<file path="config.mk">
export PLATFORM = sky130hd
export DESIGN_NAME = load_controller
export DESIGN_NICKNAME = d
export VERILOG_FILES = /design/src/rtl/load_controller_pkg.sv /design/src/rtl/load_controller_extract.sv /design/src/rtl/load_controller.sv
export SDC_FILE = /design/constraint.sdc
export NUM_CORES = 1
export LEC_CHECK = 0
export BUFFER_PORTS_ARGS = -buffer_cell sky130_fd_sc_hd__clkbuf_2
export CAP_MARGIN = 5
export CORE_MARGIN = 8
export CORE_UTILIZATION = 55
export CTS_CLUSTER_DIAMETER = 200
export DETAILED_ROUTE_END_ITERATION = 16
export HOLD_SLACK_MARGIN = 0.08
export PLACE_DENSITY = 0.95
export SYNTH_ARGS = -nofsm -noshare
export SYNTH_HDL_FRONTEND = slang
export SYNTH_HIERARCHICAL = 1
export SYNTH_SLANG_ARGS = --single-unit
</file>
<file path="constraint.sdc">
create_clock -name clk -period 4.3 [get_ports clk]
set_input_delay 0.215 -clock clk [delete_from_list [all_inputs] [get_ports clk]]
set_output_delay 0.215 -clock clk [all_outputs]
set_load 0.05 [all_outputs]
</file>
<file path="src/rtl/load_controller_pkg.sv">
// ---------------------------------------------------------------------------
// load_controller_pkg
// Shared definitions for the multicycle load sequencer:
//   - load type / datapath mask encodings (LD_W, LD_H, LD_B)
//   - sequencer state encoding
//   - wait counter width
//   - helpers to normalise the request type and check address alignment
// ---------------------------------------------------------------------------
package load_controller_pkg;

  // Load type encoding; identical to the datapath load-mask control code.
  localparam logic [1:0] LD_W = 2'b00;
  localparam logic [1:0] LD_H = 2'b01;
  localparam logic [1:0] LD_B = 2'b10;

  // Sequencer state encoding.
  typedef logic [2:0] state_t;
  localparam state_t ST_IDLE  = 3'd0;
  localparam state_t ST_ISSUE = 3'd1;
  localparam state_t ST_WAIT  = 3'd2;
  localparam state_t ST_WRITE = 3'd3;
  localparam state_t ST_ERR   = 3'd4;

  // Wait counter width; covers memory latencies 1..15.
  localparam int CNT_W = 4;

  // The reserved encoding 11 behaves as a word load.
  function automatic logic [1:0] norm_type(input logic [1:0] ld_type);
    logic [1:0] res;
    case (ld_type)
      LD_H:    res = LD_H;
      LD_B:    res = LD_B;
      default: res = LD_W;
    endcase
    return res;
  endfunction

  // Natural alignment check on the two low address bits.
  function automatic logic is_aligned(input logic [1:0] ld_type, input logic [1:0] addr_lo);
    logic res;
    case (ld_type)
      LD_W:    res = (addr_lo == 2'b00);
      LD_H:    res = (addr_lo[0] == 1'b0);
      LD_B:    res = 1'b1;
      default: res = (addr_lo == 2'b00);
    endcase
    return res;
  endfunction

endpackage

</file>
<file path="src/rtl/load_controller_extract.sv">
// ---------------------------------------------------------------------------
// load_extract
// Combinational extraction of the load value from the memory data word.
// Uses the same encoding as the datapath load mask so that ct and rf_wdata
// always describe the same result.
//   mdr      in  32  memory data word
//   ld_type  in   2  load type (LD_W / LD_H / LD_B, 11 treated as word)
//   data     out 32  zero-extended load value
// ---------------------------------------------------------------------------
module load_extract
  import load_controller_pkg::*;
(
  input  logic [31:0] mdr,
  input  logic [1:0]  ld_type,
  output logic [31:0] data
);

  // Select the upper halfword / byte and zero-extend it.
  always_comb begin
    data = mdr;
    case (ld_type)
      LD_W:    data = mdr;
      LD_H:    data = {16'h0000, mdr[31:16]};
      LD_B:    data = {24'h000000, mdr[31:24]};
      default: data = mdr;
    endcase
  end

endmodule

</file>
<file path="src/rtl/load_controller.sv">
// ---------------------------------------------------------------------------
// load_controller
// Multicycle load sequencer: accepts one load request, issues the memory
// read, waits MEM_LATENCY cycles, captures the returned word into the MDR
// and pulses a register-file write with the extracted value. Misaligned
// requests finish one cycle after the start with an error pulse.
//
// Parameters:
//   MEM_LATENCY  cycles from mem_rd to valid mem_data (1..15)
// Ports:
//   clk        in   1   system clock
//   reset      in   1   asynchronous active-low reset
//   start      in   1   request strobe, sampled only in IDLE
//   load_type  in   2   00 word, 01 halfword, 10 byte, 11 word
//   addr       in  32   byte address of the load
//   dest_reg   in   5   destination register index
//   busy       out  1   high in every state except IDLE
//   mem_addr   out 32   latched request address
//   mem_rd     out  1   memory read strobe (ISSUE cycle)
//   mem_data   in  32   memory read data
//   ct         out  2   load-mask control code (latched type while busy)
//   rf_we      out  1   register-file write enable pulse
//   rf_waddr   out  5   latched dest_reg
//   rf_wdata   out 32   extracted, zero-extended load value
//   done       out  1   completion pulse (success or error)
//   addr_err   out  1   misalignment pulse, coincident with done
// ---------------------------------------------------------------------------
module load_controller
  import load_controller_pkg::*;
#(
  parameter int unsigned MEM_LATENCY = 1
)
(
  input  logic        clk,
  input  logic        reset,
  input  logic        start,
  input  logic [1:0]  load_type,
  input  logic [31:0] addr,
  input  logic [4:0]  dest_reg,
  output logic        busy,
  output logic [31:0] mem_addr,
  output logic        mem_rd,
  input  logic [31:0] mem_data,
  output logic [1:0]  ct,
  output logic        rf_we,
  output logic [4:0]  rf_waddr,
  output logic [31:0] rf_wdata,
  output logic        done,
  output logic        addr_err
);

  // Counter preload: the WAIT state lasts MEM_LATENCY cycles, the last
  // of which sees the counter at zero.
  localparam logic [CNT_W-1:0] WAIT_LOAD = CNT_W'(MEM_LATENCY - 1);

  state_t            state_r;
  state_t            state_next_s;
  logic [1:0]        type_r;
  logic [1:0]        type_next_s;
  logic [CNT_W-1:0]  cnt_r;
  logic [CNT_W-1:0]  cnt_next_s;
  logic [31:0]       mdr_r;
  logic [31:0]       mdr_next_s;
  logic [31:0]       extract_s;
  logic              start_take_s;
  logic              capture_s;

  // Next-state, counter and latch-enable decode for the sequencer.
  always_comb begin
    state_next_s = state_r;
    type_next_s  = type_r;
    cnt_next_s   = cnt_r;
    start_take_s = 1'b0;
    capture_s    = 1'b0;
    case (state_r)
      ST_IDLE: begin
        if (start) begin
          start_take_s = 1'b1;
          type_next_s  = norm_type(load_type);
          if (is_aligned(norm_type(load_type), addr[1:0])) begin
            state_next_s = ST_ISSUE;
          end else begin
            state_next_s = ST_ERR;
          end
        end else begin
          state_next_s = ST_IDLE;
        end
      end
      ST_ISSUE: begin
        cnt_next_s   = WAIT_LOAD;
        state_next_s = ST_WAIT;
      end
      ST_WAIT: begin
        if (cnt_r == {CNT_W{1'b0}}) begin
          capture_s    = 1'b1;
          state_next_s = ST_WRITE;
        end else begin
          cnt_next_s   = cnt_r - {{(CNT_W-1){1'b0}}, 1'b1};
          state_next_s = ST_WAIT;
        end
      end
      ST_WRITE: state_next_s = ST_IDLE;
      ST_ERR:   state_next_s = ST_IDLE;
      default:  state_next_s = ST_IDLE;
    endcase
  end

  // Value the MDR will hold after this edge; the write data is extracted
  // from it so rf_wdata is registered in the same edge as the MDR capture.
  always_comb begin
    if (capture_s) begin
      mdr_next_s = mem_data;
    end else begin
      mdr_next_s = mdr_r;
    end
  end

  load_extract u_extract (
    .mdr     (mdr_next_s),
    .ld_type (type_r),
    .data    (extract_s)
  );

  // Sequencer state, latched request fields, MDR and registered outputs.
  // Outputs are decoded from the next state so they line up with the
  // state they describe while remaining flop outputs.
  always_ff @(posedge clk or negedge reset) begin
    if (!reset) begin
      state_r  <= ST_IDLE;
      type_r   <= LD_W;
      cnt_r    <= {CNT_W{1'b0}};
      mdr_r    <= 32'h0000_0000;
      mem_addr <= 32'h0000_0000;
      rf_waddr <= 5'd0;
      rf_wdata <= 32'h0000_0000;
      busy     <= 1'b0;
      mem_rd   <= 1'b0;
      rf_we    <= 1'b0;
      done     <= 1'b0;
      addr_err <= 1'b0;
      ct       <= LD_W;
    end else begin
      state_r <= state_next_s;
      type_r  <= type_next_s;
      cnt_r   <= cnt_next_s;
      mdr_r   <= mdr_next_s;
      if (start_take_s) begin
        mem_addr <= addr;
        rf_waddr <= dest_reg;
      end
      if (capture_s) begin
        rf_wdata <= extract_s;
      end
      busy     <= (state_next_s != ST_IDLE);
      mem_rd   <= (state_next_s == ST_ISSUE);
      rf_we    <= (state_next_s == ST_WRITE);
      done     <= (state_next_s == ST_WRITE) || (state_next_s == ST_ERR);
      addr_err <= (state_next_s == ST_ERR);
      ct       <= (state_next_s != ST_IDLE) ? type_next_s : LD_W;
    end
  end

endmodule

</file>
==> parameters.txt, run 1 <==
Parameter                              Value

Run status
  Status ... finished, final reports clean

Drt
  DR iter-0 viols ... 260
  Routed via count ... between 4000 and 5000
  Mean routed wirelength per cell ... approximately 20 um
  Total Routed Length ... 15.6 mm
  Number of detailed-route iterations in the first pass ... 5
  Average via count per standard cell ... ~5.5
  Post-route antenna net violation count ... 0
  # DRC ... 0

Floorplanning
  Die X-Extent ... between 100 and 150 um
  Height of the die ... around 110 um
  Standard cell core area ... between 9000 and 10000 um^2
  Effective utilization at floorplan ... a little under three fifths
  Die area ... 12500 um^2
  Cell Rows ... 35
  I/O pin total ... 150

Global route
  Overflow left after global routing ... 0
  Via count of the first global-routing pass ... roughly 4700
  Largest net degree at the start of global routing ... between 70 and 80
  Global routing usage summed across all routing layers ... 25.3%
  Wire length of the first global-routing pass ... around 25 mm
  Number of antenna violations at the first check in global routing ... 0

Synthesis
  Post-synth EDFFs ... 0
  Mapped Cells ... 432
  Share of the yosys chip area belonging to registers ... a little under 60%
  Synth unique cells ... 36
  Nets in the synthesized netlist ... approximately 510
  Number of warning messages in the yosys log ... 6
  Mean instance size in the synthesized netlist ... around 12 um^2
  Leading post-synthesis cells by cell area ... sky130_fd_sc_hd__dfrtp_1 (58%), sky130_fd_sc_hd__nand2_1 (9.2%), sky130_fd_sc_hd__mux2_2 (8.3%), sky130_fd_sc_hd__mux2_4 (8.0%), sky130_fd_sc_hd__and2_1 (2.0%)
  Area share of the largest cell type after synthesis ... between 50% and 60%
  Synth area leader ... sky130_fd_sc_hd__dfrtp_1
  Main synth FF type ... sky130_fd_sc_hd__dfrtp_1
  Post-synthesis cell area ... 5050 um^2
  Async set-or-reset flop fraction in the synthesized netlist ... 100%
  Number of register bits inferred by synthesis ... 117

Placed design
  Buffers added on ports ... about 150
  Placed Cells ... between 600 and 700
  Worst slack at placement ... 1.48 ns
  RD Place Congestion ... about 0.76
  DP Wirelength ... about 9 mm

Timing
  Final min period ... about 2.8 ns
  Number of hold-slack violations in the final timing report ... 0
  Remaining max-slew budget at the tightest pin ... 32.7%
  Final count of pins violating max slew ... 0
  Final setup skew ... about 0.009 ns
  Portion of the clock cycle consumed by the worst path in the final layout ... about 66%
  Post-route worst setup slack ... between 1 and 1.5 ns
  Transition time at the pin with the least slew margin ... about 1.0 ns
  Sum Neg Setup Slack ... 0 ns
  Final hold slack ... about 0.17 ns
  Max Freq ... 352 MHz
  Setup repair after global routing missed its margin ... no
  Final Setup Violations ... 0

Power and ir drop
  LEAKAGE ... 3.73 nW
  Share of total power in the clock network ... 21.7%
  Sequential share of power ... between 20% and 30%
  Pint ... around 3.7 mW
  Switching power ... around 3.1 mW
  Switching share of power ... between 40 and 50%
  Combinational share of power ... between 50 and 60%
  Power per unit of standard cell area ... about 960 nW/um^2
  Max VDD drop ... 0.612 mV

Setup path
  Buffers and inverters on the worst path ... 1
  Data required time of the worst path ... 4.68 ns
  Worst Path Arrival ... 3.22 ns
  Total stage count of the critical path ... 8
  Worst-case register-to-register setup slack ... about 1.5 ns
  Worst-path maximum fanout ... 67
  Critical path class ... flip-flop to flip-flop
  Crit end category ... flip-flop
  Startpoint type of the worst setup path ... flip-flop
  Chain of cells forming the critical path ... inv_1 > ha_1 > nand4bb_1 > or3_4 > mux2_2 > a22oi_1 > o21ai_0 > mux2_2
  Slowest cell on the critical path ... sky130_fd_sc_hd__or3_4
  Number of cells traversed by the worst register-to-register path ... 8
  Family of cells with the greatest summed delay on the critical path ... simple AND/OR/NAND/NOR gates
  Delay of the slowest cell on the worst path ... 0.80 ns
  CP dominant cell by count ... sky130_fd_sc_hd__mux2_2

Finish
  End-of-flow core utilization ... 79.0%
  Net count reported at finish ... around 730
  Number of antenna cells inserted ... 0
  Layout cell share with drive strength beyond 1 ... between 30% and 40%
  Growth of design area from synthesis to finish ... 41.8%
  Count of placed standard cells in the final layout, fillers left out ... ~770

Clock tree
  Worst skew pair latency ... a little over 0.5 ns
  Clock Tree Buf Depth ... 2
  Post-cts gate resize count ... 0
  Clock root buffer ... sky130_fd_sc_hd__clkbuf_8
  Sink count of the clock tree ... ~120
  Number of buffers created by CTS ... 17
  Clock tree from TritonCTS ... built
  Number of levels the H-tree was split into ... 4
  Clock-pin transition on the worst setup and hold timing paths ... roughly 0.06 ns

Run
  Maxcap violations ... 0

Worst hold path
  Hold path cells ... 4
  HP Class ... primary input to flip-flop
==> area by class of cell <==
cell class	count	area, um^2
clock inverter	14	199
fill	513	1910
sequential	117	2930
inverter	12	45.0
clock buffer	18	428
multi-input combinational	276	1920
tap	111	139
timing repair buffer	223	1500
==> what timing repair did <==
item                                   in CTS  in global routing
setup buffers                               0                  0
endpoints found under the hold margin     144                  0
hold buffers                               70                  0
setup endpoints to repair                   0                  0
==> synth_stat cells, types with 2 or more instances <==
cell type and n:
sky130_fd_sc_hd__a22o_1 8, sky130_fd_sc_hd__a22oi_1 8, sky130_fd_sc_hd__and2_1 16, sky130_fd_sc_hd__buf_2 7, sky130_fd_sc_hd__buf_6 7, sky130_fd_sc_hd__clkbuf_1 9, sky130_fd_sc_hd__clkbuf_2 3, sky130_fd_sc_hd__dfrtp_1 117
sky130_fd_sc_hd__ha_1 6, sky130_fd_sc_hd__inv_1 12, sky130_fd_sc_hd__mux2_2 37, sky130_fd_sc_hd__mux2_4 27, sky130_fd_sc_hd__nand2_1 124, sky130_fd_sc_hd__nand2b_1 4, sky130_fd_sc_hd__nand3_1 2, sky130_fd_sc_hd__nor2_1 4
sky130_fd_sc_hd__nor2b_1 3, sky130_fd_sc_hd__nor3_1 2, sky130_fd_sc_hd__o211ai_1 2, sky130_fd_sc_hd__o21ai_0 16, sky130_fd_sc_hd__o21ai_1 2, sky130_fd_sc_hd__or4_1 2
==> logic make-up (layout without fill, tap and decap cells) <==
| logic type | count (synthesis) | count (layout) | synth area share [%] |
|---|---|---|---|
| muxes | 65 | 65 | 16.5 |
| adders and majority gates | 6 | 6 | 1.49 |
| DFF | 117 | 117 | 58.0 |
| xor gates and xnor gates | 1 | 1 | 0.174 |
| buffers and inverters | 39 | 267 | 4.19 |
| and+or+nand+nor | 164 | 164 | 14.5 |
| AOI/OAI and AO/OA | 40 | 40 | 5.21 |
==> through the flow <==
step / total power [mW] / cell area, um^2
floorplan: 4.48 / 5050
CTS: 6.79 / 7130
finish: 6.87 / 7160
detailed placement: 5.22 / 5800
global placement: 5.08 / 5800
global route: 7.18 / 7160
==> state kept, by name, summed over array words and instances (netlist names) <==
name	cells
ct	2
mem_addr	32
mdr_r	32
done	1
rf_waddr	5
type_r	2
state_r	3
addr_err	1
mem_rd	1
rf_wdata	32
cnt_r	4
rf_we	1
busy	1
==> power groups by stage <==
stage / Sequential, mW / Clock (mW) / Combinational, mW
after floorplan: 2.98 / 0 / 1.51
after global placement: 1.88 / 0 / 3.20
after detailed placement: 1.91 / 0 / 3.31
after CTS: 1.90 / 1.50 / 3.39
after global routing: 1.97 / 1.56 / 3.64
final: 1.93 / 1.49 / 3.45
==> final timing paths <==
check                             start      endpoint
min reg2reg                 mem_addr[3]   mem_addr[3]
max reg2reg                    cnt_r[0]   rf_wdata[7]
min in group asynchronous         reset  rf_wdata[22]
max in group asynchronous         reset     mdr_r[26]
max                            cnt_r[0]   rf_wdata[7]
min                        load_type[1]     type_r[1]
==> layer usage <==
layer  global-route usage (%)  vias up  part of all wire [%]
li1                         -     1866                     -
met1                     26.8     2073                    37
met2                     45.2      236                    52
met3                     8.66       29                   9.0
met4                     9.75        0                   1.8
met5                        0        -                     0
==> placed cells by master, fill, tap and decap left out, types with 6 or more instances in the layout <==
| cell | instances |
|---|---|
| sky130_fd_sc_hd__o21ai_0 | 16 |
| sky130_fd_sc_hd__a22oi_1 | 8 |
| sky130_fd_sc_hd__dlygate4sd3_1 | 70 |
| sky130_fd_sc_hd__inv_1 | 12 |
| sky130_fd_sc_hd__clkbuf_2 | 148 |
| sky130_fd_sc_hd__ha_1 | 6 |
| sky130_fd_sc_hd__mux2_4 | 27 |
| sky130_fd_sc_hd__mux2_2 | 37 |
| sky130_fd_sc_hd__nand2_1 | 124 |
| sky130_fd_sc_hd__and2_1 | 16 |
| sky130_fd_sc_hd__clkbuf_16 | 16 |
| sky130_fd_sc_hd__a22o_1 | 8 |
| sky130_fd_sc_hd__dfrtp_1 | 117 |
==> tightest hold or removal path, cell delays in order <==
cell	delay [ns]
sky130_fd_sc_hd__clkbuf_2	0.10
sky130_fd_sc_hd__ha_1	0.17
sky130_fd_sc_hd__nand2_1	0.08
sky130_fd_sc_hd__nand2_1	0.08
Power figures use the tool's default switching activity.
==> inputs of run 2 (changes only) <==
--- a/config.mk
+++ b/config.mk
@@ -8,11 +8,11 @@
 export BUFFER_PORTS_ARGS = -buffer_cell sky130_fd_sc_hd__clkbuf_2
 export CAP_MARGIN = 5
 export CORE_MARGIN = 8
-export CORE_UTILIZATION = 55
+export CORE_UTILIZATION = 52
 export CTS_CLUSTER_DIAMETER = 200
 export DETAILED_ROUTE_END_ITERATION = 16
 export HOLD_SLACK_MARGIN = 0.08
-export PLACE_DENSITY = 0.95
+export PLACE_DENSITY = 0.92
 export SYNTH_ARGS = -nofsm -noshare
 export SYNTH_HDL_FRONTEND = slang
 export SYNTH_HIERARCHICAL = 1
==> constraint.sdc (replaced) <==
create_clock -name clk -period 2.66 [get_ports clk]
set_input_delay 0.133 -clock clk [delete_from_list [all_inputs] [get_ports clk]]
set_output_delay 0.133 -clock clk [all_outputs]
set_load 0.05 [all_outputs]
==> parameters.txt, run 2 (synthesis gave the netlist of run 1 again) <==
Parameter                              Value

Run status
  Status ... finished, final reports clean

Finish
  Commonest non-fill, non-tap cell in the layout ... sky130_fd_sc_hd__clkbuf_2
  Area taken by flip-flops and latches ... roughly 2900 um^2
  Commonest cells after routing, fill and taps aside ... sky130_fd_sc_hd__clkbuf_2 (148), sky130_fd_sc_hd__nand2_1 (124), sky130_fd_sc_hd__dfrtp_1 (117)
  Net count reported at finish ... approximately 740
  Final-layout fill cell count ... roughly 580
  Leading registers by flop count ... mdr_r (32), mem_addr (32), rf_wdata (32)
  Layout cell share with drive strength beyond 1 ... about two fifths
  Count of placed standard cells in the final layout, fillers left out ... around 810
  Number of antenna cells inserted ... 0
  Growth of design area from synthesis to finish ... 45.1%
  Multi-input logic area ... about 1900 um^2

Timing
  Number of hold-slack violations in the final timing report ... 0
  Portion of the clock cycle consumed by the worst path in the final layout ... a little under 100%
  Final setup skew ... 0.00848 ns
  Transition time at the pin with the least slew margin ... around 0.66 ns
  Remaining max-slew budget at the tightest pin ... between 50% and 60%
  Final count of pins violating max slew ... 0
  Sum Neg Setup Slack ... 0 ns
  Final min period ... approximately 2.6 ns
  Setup repair after global routing missed its margin ... yes
  Final hold slack ... about 0.22 ns
  Final Setup Violations ... 0
  Max Freq ... roughly 380 MHz

Global route
  Via count of the first global-routing pass ... 4557
  Number of antenna violations at the first check in global routing ... 0
  Overflow left after global routing ... 0
  Largest net degree at the start of global routing ... between 60 and 70
  Wire length of the first global-routing pass ... between 20 and 25 mm
  Global routing usage summed across all routing layers ... a little under a quarter

Drt
  Routed via count ... 4132
  Average via count per standard cell ... between 5 and 6
  Total Routed Length ... approximately 15 mm
  Post-route antenna net violation count ... 0
  # DRC ... 0
  DR iter-0 viols ... around 240
  Number of detailed-route iterations in the first pass ... 5
  Mean routed wirelength per cell ... 18.8 um

Clock tree
  Sink count of the clock tree ... roughly 120
  Worst skew pair latency ... ~0.51 ns
  Clock-pin transition on the worst setup and hold timing paths ... roughly 0.06 ns
  Number of levels the H-tree was split into ... 4
  Number of buffers created by CTS ... 17
  Clock Tree Buf Depth ... 2
  Clock root buffer ... sky130_fd_sc_hd__clkbuf_8
  Clock tree from TritonCTS ... built

Setup path
  Worst-case register-to-register setup slack ... between 0.05 and 0.06 ns
  Critical path endpoint ... rf_wdata[0]
  Launching element of the worst setup path ... cnt_r[1]
  Endpoint of the lowest-slack register-to-register path ... rf_wdata[0]
  Delay of the slowest cell on the worst path ... 0.58 ns
  Total stage count of the critical path ... 9
  Critical path class ... flip-flop to flip-flop
  Worst Path Arrival ... 2.99 ns
  Data required time of the worst path ... 3.05 ns
  Number of cells traversed by the worst register-to-register path ... 9
  Chain of cells forming the critical path ... inv_1 > ha_2 > nand4bb_1 > or3_2 > buf_4 > mux2_4 > a22oi_1 > o21ai_0 > mux2_2
  Family of cells with the greatest summed delay on the critical path ... simple AND/OR/NAND/NOR gates
  Worst reg2reg path startpoint ... cnt_r[1]
  Crit end category ... flip-flop
  Worst-path maximum fanout ... 4
  Startpoint type of the worst setup path ... flip-flop
  Buffers and inverters on the worst path ... 2
  Slowest cell on the critical path ... sky130_fd_sc_hd__or3_2

Floorplanning
  Die area ... 13100 um^2
  Standard cell core area ... 9590 um^2
  Height of the die ... around 110 um
  I/O pin total ... 150
  Die X-Extent ... ~110 um
  Cell Rows ... 36
  Effective utilization at floorplan ... between 50% and 60%

Placed design
  RD Place Congestion ... about 0.8
  DP Wirelength ... 9.12 mm
  Buffers added on ports ... ~150
  Placed Cells ... between 600 and 700

Power and ir drop
  Power per unit of standard cell area ... between 1500 and 2000 nW/um^2
  Max VDD drop ... ~1.1 mV
  LEAKAGE ... 3.80 nW

Worst hold path
  HP Class ... primary input to async pin

Run
  Maxcap violations ... 0
==> run 2: changes by cell type in the layout (fill, tap and decap cells not counted), sizes merged <==
cell,previous run,this run
or3,1,2
clkbuf,166,167
clkinv,2,5
inv,16,14
bufinv,4,3
dlygate4sd3,70,72
buf,5,17
==> run 2: routing by layer <==
| layer | GRT usage [%] | part of all wire [%] | vias to the layer above |
|---|---|---|---|
| met5 | 0 | 0 | - |
| met4 | 7.72 | 1.5 | 0 |
| met3 | 9.44 | 8.6 | 25 |
| met2 | 40.6 | 51 | 202 |
| met1 | 26.9 | 39 | 2004 |
| li1 | - | - | 1901 |
==> run 2: per-stage QoR <==
stage / util, % / total power [mW] / instance area, um^2 / setup slack, ns
final: 76.3 / 11.1 / 7320 / 0.0585
after global routing: 76.3 / 11.7 / 7320 / -0.0389
after CTS: 75.4 / 11.0 / 7240 / 0.119
after detailed placement: 61.6 / 8.52 / 5910 / 0.121
after global placement: 61.6 / 8.31 / 5910 / 0.271
after floorplan: - / 7.25 / 5050 / 0.289
==> run 2: area by class of cell <==
cell class | instances | area share [%]
Sequential cell | 117 | 40.0
Multi-Input combinational cell | 277 | 26.4
Tap cell | 133 | 2.27
Inverter | 12 | 0.615
Clock inverter | 14 | 2.43
Timing Repair Buffer | 238 | 22.5
Clock buffer | 18 | 5.84
==> run 2: worst min-delay path by stage <==
stage          depth (start not counted)  start           end  slack [ns]
6_report                               2  reset  rf_wdata[24]        0.22
4_1_cts                                2  reset  rf_wdata[31]        0.22
3_3_place_gp                           1  reset  rf_wdata[20]        0.20
5_1_grt                                2  reset  rf_wdata[20]        0.26
3_5_place_dp                           1  reset  rf_wdata[31]        0.21
2_1_floorplan                          0  reset      addr_err       -0.16
==> run 2: report_power, final <==
group	total, mW	internal [mW]	switching (mW)
combinational	5.78	2.02	3.76
clock	2.30	1.46	0.838
sequential	3.06	2.62	0.434
total	11.1	6.10	5.04
==> run 2: what timing repair did <==
item / CTS / global route
gates resized for setup: 0 / 4
setup endpoints to repair: 0 / 4
hold buffers: 72 / 0
buffers inserted: 0 / 6
hold endpoints to repair: 129 / 0
